File: src/rtl/prog_loader.sv
// prog_loader: program loader sitting upstream of the processor.
//
// Accepts 32-bit instruction words over a valid/ready handshake and writes
// them into instruction RAM at consecutive addresses through the processor's
// addr/wr/wdata inputs. Words whose {icode,ifun} is not one of the legal
// opcodes are never written; they push the loader into a sticky error state.
// Once the final word has been written, one COMMIT cycle lets that write
// land before working is raised and the processor takes over the address bus.
//
// Optional feature (macro LOADER_CHKSUM_EN): a running XOR of every written
// word is kept, and one extra checksum word must follow the in_last word.
// A matching checksum lets the load commit; a mismatch is an error.
//
// Ports:
//   clock      system clock, rising edge
//   reset      asynchronous active-high reset
//   load_start pulse: start a new load at address 0 (from any state)
//   run_stop   pulse: leave RUN and return to IDLE
//   in_valid   in_data holds a word
//   in_ready   loader accepts a word this cycle (registered)
//   in_data    instruction word {icode,ifun,rA,rB,valC}
//   in_last    marks in_data as the final program word
//   addr       RAM address
//   wr         RAM write strobe (one cycle per word)
//   wdata      RAM write data
//   working    processor run enable
//   prog_len   number of words written by the last load
//   error      sticky load error (illegal opcode, overflow, bad checksum)

module prog_loader #(
  parameter int ADDR_W = 9,
  parameter int DATA_W = 32,
  parameter int DEPTH  = 512
) (
  input  logic              clock,
  input  logic              reset,
  input  logic              load_start,
  input  logic              run_stop,
  input  logic              in_valid,
  output logic              in_ready,
  input  logic [DATA_W-1:0] in_data,
  input  logic              in_last,
  output logic [ADDR_W-1:0] addr,
  output logic              wr,
  output logic [DATA_W-1:0] wdata,
  output logic              working,
  output logic [ADDR_W:0]   prog_len,
  output logic              error
);

  typedef enum logic [2:0] {
    IDLE,
    LOAD,
    COMMIT,
    RUN,
    ERR
`ifdef LOADER_CHKSUM_EN
    , CHK
`endif
  } LoaderState;

  // Pointer is one bit wider than the address so a full DEPTH can be counted.
  localparam logic [ADDR_W:0] DepthLim = (ADDR_W+1)'(DEPTH);

  LoaderState        state;
  logic [ADDR_W:0]   ptr;
  logic [ADDR_W:0]   ptrInc;
  logic [7:0]        opcode;
  logic              legalOp;
  logic              accept;

`ifdef LOADER_CHKSUM_EN
  logic [DATA_W-1:0] csum;
`endif

  // Opcode screening and handshake qualification, shared by the FSM below.
  assign ptrInc  = ptr + {{ADDR_W{1'b0}}, 1'b1};
  assign opcode  = in_data[DATA_W-1 -: 8];
  assign legalOp = opcode inside {8'h10, 8'h20, 8'h21, 8'h22, 8'h23};
  assign accept  = in_valid && in_ready;

  // Single FSM block with every output registered. in_ready is decided at
  // the same edge that decides the next state and pointer, so it always
  // reflects the state/pointer it will be observed with. wr defaults low so
  // each accepted word yields exactly one strobe; an in-flight strobe still
  // completes when load_start restarts the load, because it is already in
  // the register.
  always_ff @(posedge clock or posedge reset) begin
    if (reset) begin
      state    <= IDLE;
      ptr      <= '0;
      addr     <= '0;
      wr       <= 1'b0;
      wdata    <= '0;
      working  <= 1'b0;
      in_ready <= 1'b0;
      prog_len <= '0;
      error    <= 1'b0;
`ifdef LOADER_CHKSUM_EN
      csum     <= '0;
`endif
    end else begin
      wr <= 1'b0;
      if (load_start) begin
        // load_start beats run_stop and any in-progress load.
        state    <= LOAD;
        ptr      <= '0;
        prog_len <= '0;
        error    <= 1'b0;
        working  <= 1'b0;
        in_ready <= (DepthLim != '0);
`ifdef LOADER_CHKSUM_EN
        csum     <= '0;
`endif
      end else begin
        case (state)
          IDLE: begin
          end

          LOAD: begin
            if (ptr == DepthLim) begin
              // Program filled the RAM without an in_last word.
              in_ready <= 1'b0;
              error    <= 1'b1;
              state    <= ERR;
            end else if (accept) begin
              if (legalOp) begin
                wr       <= 1'b1;
                addr     <= ptr[ADDR_W-1:0];
                wdata    <= in_data;
                ptr      <= ptrInc;
                prog_len <= ptrInc;
`ifdef LOADER_CHKSUM_EN
                csum     <= csum ^ in_data;
`endif
                if (in_last) begin
`ifdef LOADER_CHKSUM_EN
                  state    <= CHK;
                  in_ready <= 1'b1;
`else
                  state    <= COMMIT;
                  in_ready <= 1'b0;
`endif
                end else begin
                  in_ready <= (ptrInc < DepthLim);
                end
              end else begin
                in_ready <= 1'b0;
                error    <= 1'b1;
                state    <= ERR;
              end
            end
          end

`ifdef LOADER_CHKSUM_EN
          CHK: begin
            // The checksum word skips opcode screening and is never written.
            if (accept) begin
              in_ready <= 1'b0;
              if (in_data == csum) begin
                state <= COMMIT;
              end else begin
                error <= 1'b1;
                state <= ERR;
              end
            end
          end
`endif

          COMMIT: begin
            // The last write lands this cycle; only then hand over the bus.
            state   <= RUN;
            working <= 1'b1;
            addr    <= '0;
          end

          RUN: begin
            if (run_stop) begin
              state   <= IDLE;
              working <= 1'b0;
            end
          end

          ERR: begin
          end

          default: begin
            state    <= IDLE;
            in_ready <= 1'b0;
            working  <= 1'b0;
          end
        endcase
      end
    end
  end

endmodule

File: config.mk
export PLATFORM = sky130hd
export DESIGN_NAME = prog_loader
export DESIGN_NICKNAME = d
export VERILOG_FILES = /design/src/rtl/prog_loader.sv
export SDC_FILE = /design/constraint.sdc
export NUM_CORES = 1
export LEC_CHECK = 0
export BUFFER_PORTS_ARGS = -buffer_cell sky130_fd_sc_hd__buf_2
export CAP_MARGIN = 20
export CORE_MARGIN = 3
export CORE_UTILIZATION = 45
export DETAILED_ROUTE_END_ITERATION = 8
export GPL_TIMING_DRIVEN = 0
export PLACE_DENSITY = 0.79
export SETUP_SLACK_MARGIN = 0.02
export SYNTH_ARGS = -nofsm -noshare
export SYNTH_HDL_FRONTEND = slang
export SYNTH_SLANG_ARGS = --single-unit
File: constraint.sdc
create_clock -name clock -period 2.3 [get_ports clock]
set_input_delay 0.23 -clock clock [delete_from_list [all_inputs] [get_ports clock]]
set_output_delay 0.23 -clock clock [all_outputs]
set_load 0.02 [all_outputs]
==> flow_metrics.env <==
export IMPL_min_period_ns=2.27
export IMPL_seqPwrFrac_pct=42.1
export IMPL_ys_types=50
export IMPL_max_slew_margin_pct=63.1
export IMPL_status="completed"
export IMPL_slew_viol_final=0
export IMPL_dieArea_sq_um=7480
export IMPL_first_global_vias=2225
export IMPL_p_leak_nw=1.95
export IMPL_cts_tree="built"
export IMPL_synth_fp_nets=270
export IMPL_cp_required_ns=2.51
export IMPL_finalHoldViolations=0
export IMPL_max_freq_mhz=441
export IMPL_clock_sinks=58
export IMPL_n_antenna_cell=0
export IMPL_startpoint_type="register"
export IMPL_row_count=28
export IMPL_cap_violations=0
export IMPL_avgViaCountPerCell=5.38
export IMPL_utilization_pct=62.2
export IMPL_synth_main_ff_cell="dfrtp_1"
export IMPL_netlist_instances=230
export IMPL_clk_pin_slew_worst_paths_ns=0.07
export IMPL_fin_nets=385
export IMPL_powerDensity_nw_per_um2=722
export IMPL_syn_to_final_growth_pct=30.1
export IMPL_htreeDepth=3
export IMPL_finClkSkew_ns=0.00716
export IMPL_place_area_sq_um=3490
export IMPL_ys_ff_latch=58
export IMPL_grt_max_degree=35
export IMPL_hpwl_um=4970
export IMPL_clockPowerShare_pct=34.6
export IMPL_core_area_sq_um=6100
export IMPL_p_sw_w=0.000818
export IMPL_nFillCells=462
export IMPL_die_h_um=86.5
export IMPL_avgSynthCellArea_sq_um=12.7
export IMPL_tightest_slew_ns=0.550
export IMPL_initial_utilization_pct=47.8
export IMPL_combPwrFrac_pct=23.3
export IMPL_seq_area_frac_synth_pct=49.8
export IMPL_io_pins=93
export IMPL_cts_max_path_buffers=2
export IMPL_critPathArrivalTime_ns=2.48
export IMPL_path_class="reg -> reg"
export IMPL_stdcell_area_sq_um=3790
export IMPL_clkLatencyLatePin_ns=0.33
export IMPL_wl_per_cell_um=16.3
export IMPL_syn_area_sq_um=2910
export IMPL_cp_max_fo=10
export IMPL_fin_tns_setup_ns=0
export IMPL_rsz0062_at_grt="yes"
export IMPL_total_power_w=0.00274
export IMPL_post_place_ws_ns=-0.149
export IMPL_die_w_um=86.5
export IMPL_async_reset_ff_share_pct=100
export IMPL_port_buffers=92
export IMPL_worstSetupEndpointType="register"
export IMPL_p_int_w=0.00192
export IMPL_yosysWarnings=0
export IMPL_ant_nets=0
export IMPL_wirelength_um=6930
export IMPL_drc=0
export IMPL_fin_ws_ns=0.0313
export IMPL_gp_congestion=0.814
export IMPL_grt_overflow_total=0
export IMPL_switching_share_pct=29.9
export IMPL_antenna_found_initial=0
export IMPL_vias=2285
export IMPL_drive_above_1_share_pct=51.1
export IMPL_dr_pass1_iters=4
export IMPL_ir_drop_v=0.000562
export IMPL_finalCritPeriodShare_pct=98.6
export IMPL_setup_viol=0
export IMPL_first_iter_violations=105
export IMPL_synth_edff_count=0
export IMPL_grt_pass1_wl_um=11000
export IMPL_cts_buffers_inserted=9
export IMPL_holdCritPathClass="in -> reg"
export IMPL_root_buffer="clkbuf_8"
export IMPL_grtUsageTotal_pct=18.8
## worst paths after layout
kind | start | to | slack [ns] | depth (start not counted)
worst min register to register | wdata[2] | wdata[2] | 0.48 | 1
worst max-delay path | state[1] | wdata[18] | 0.03 | 8
min in group asynchronous | reset | wdata[27] | 0.50 | 3
worst min-delay path | in_data[2] | wdata[2] | 0.11 | 2
max in group asynchronous | reset | ptr[0] | 1.23 | 4
worst max register to register | state[1] | wdata[18] | 0.03 | 8
## area by class of cell
| type | count | area [sq um] | share of cell area, % |
|---|---|---|---|
| flip-flops and latches | 58 | 1450 | 38.4 |
| multi-input cells | 148 | 1330 | 35.1 |
| repair buffers | 104 | 566 | 14.9 |
| clock buffers | 10 | 138 | 3.63 |
| plain buffers | 14 | 106 | 2.81 |
| well taps | 75 | 93.8 | 2.48 |
| clock inverters | 6 | 66.3 | 1.75 |
| inverters | 10 | 37.5 | 0.990 |
## through the flow
step,hold WS [ns],std cells
after floorplan,0.365,230
after global placement,0.448,397
after detailed placement,0.312,398
after CTS,0.100,417
after global routing,0.106,425
final,0.107,425
## kinds of logic (layout without fill, tap and decap cells)
family	count (synthesis)	in the layout	synth area share, %
flip-flops	58	58	49.8
buffers and inverters	24	144	4.94
adder cells (fa/ha/maj)	2	2	0.859
AO/OA/AOI/OAI	31	31	8.33
multiplexers	43	43	20.3
AND/OR/NAND/NOR	72	72	15.8
## worst max-delay path, stage by stage (launching register included)
cell	delay, ns
dfrtp_1	0.36
clkbuf_1	0.21
nor3b_2	0.33
o41ai_4	0.13
buf_4	0.17
nor4_4	0.25
buf_4	0.19
buf_6	0.18
mux2_4	0.32
## synth_stat cells, types with 3 or more instances
library cell  count  area [sq um]
nor3_1            7          35.0
nand4_1           5          31.3
nor2b_1          10          62.6
nand3_1           3          15.0
mux2_4           30           450
mux2_1            7          78.8
or4_1             5          37.5
nor2_1           13          48.8
buf_6             5          56.3
o21ai_0           4          20.0
nand2b_1          6          37.5
o31ai_1           3          22.5
nand2_1           4          15.0
dfrtp_1          58          1450
clkbuf_1          5          18.8
and2b_2           4          35.0
inv_1            10          37.5
mux2i_1           4          40.0
a21oi_1           8          40.0
## layout by cell type (no fill, tap or decap), drive strengths merged, types with 6 or more instances in the layout
cell type	n
buf	111
a21oi	8
nand2b	6
or4	6
inv	10
nor2b	10
nor3	7
clkbuf	16
nor2	13
mux2	39
dfrtp	58
## routing by layer
metal	vias to the layer above	GRT usage [%]	wire length (um)
met1	1108	24.3	2930
met3	9	5.13	590
met2	103	29.6	3320
li1	1065	-	-
met4	0	8.22	93
met5	-	0	0
## state kept, by name, indices dropped and copies added (netlist names)
signal    cells
state         3
addr          9
wdata        32
ptr          10
in_ready      1
wr            1
error         1
working       1
## power groups by stage
stage / logic (W) / clock network (W) / registers [W]
2_1_floorplan: 0.000305 / 0 / 0.00125
6_report: 0.000636 / 0.000947 / 0.00115
3_3_place_gp: 0.000550 / 0 / 0.00116
4_1_cts: 0.000606 / 0.000962 / 0.00115
3_5_place_dp: 0.000567 / 0 / 0.00117
5_1_grt: 0.000695 / 0.00101 / 0.00116
## repair_timing
action / in CTS / in global routing
buffers inserted: 2 / 8
endpoints found under the setup margin: 37 / 36
pin swaps: 1 / 2
gates resized for setup: 2 / 4
hold buffers: 1 / 0
endpoints found under the hold margin: 24 / 0
No activity file was read; power rests on OpenSTA's default activity.
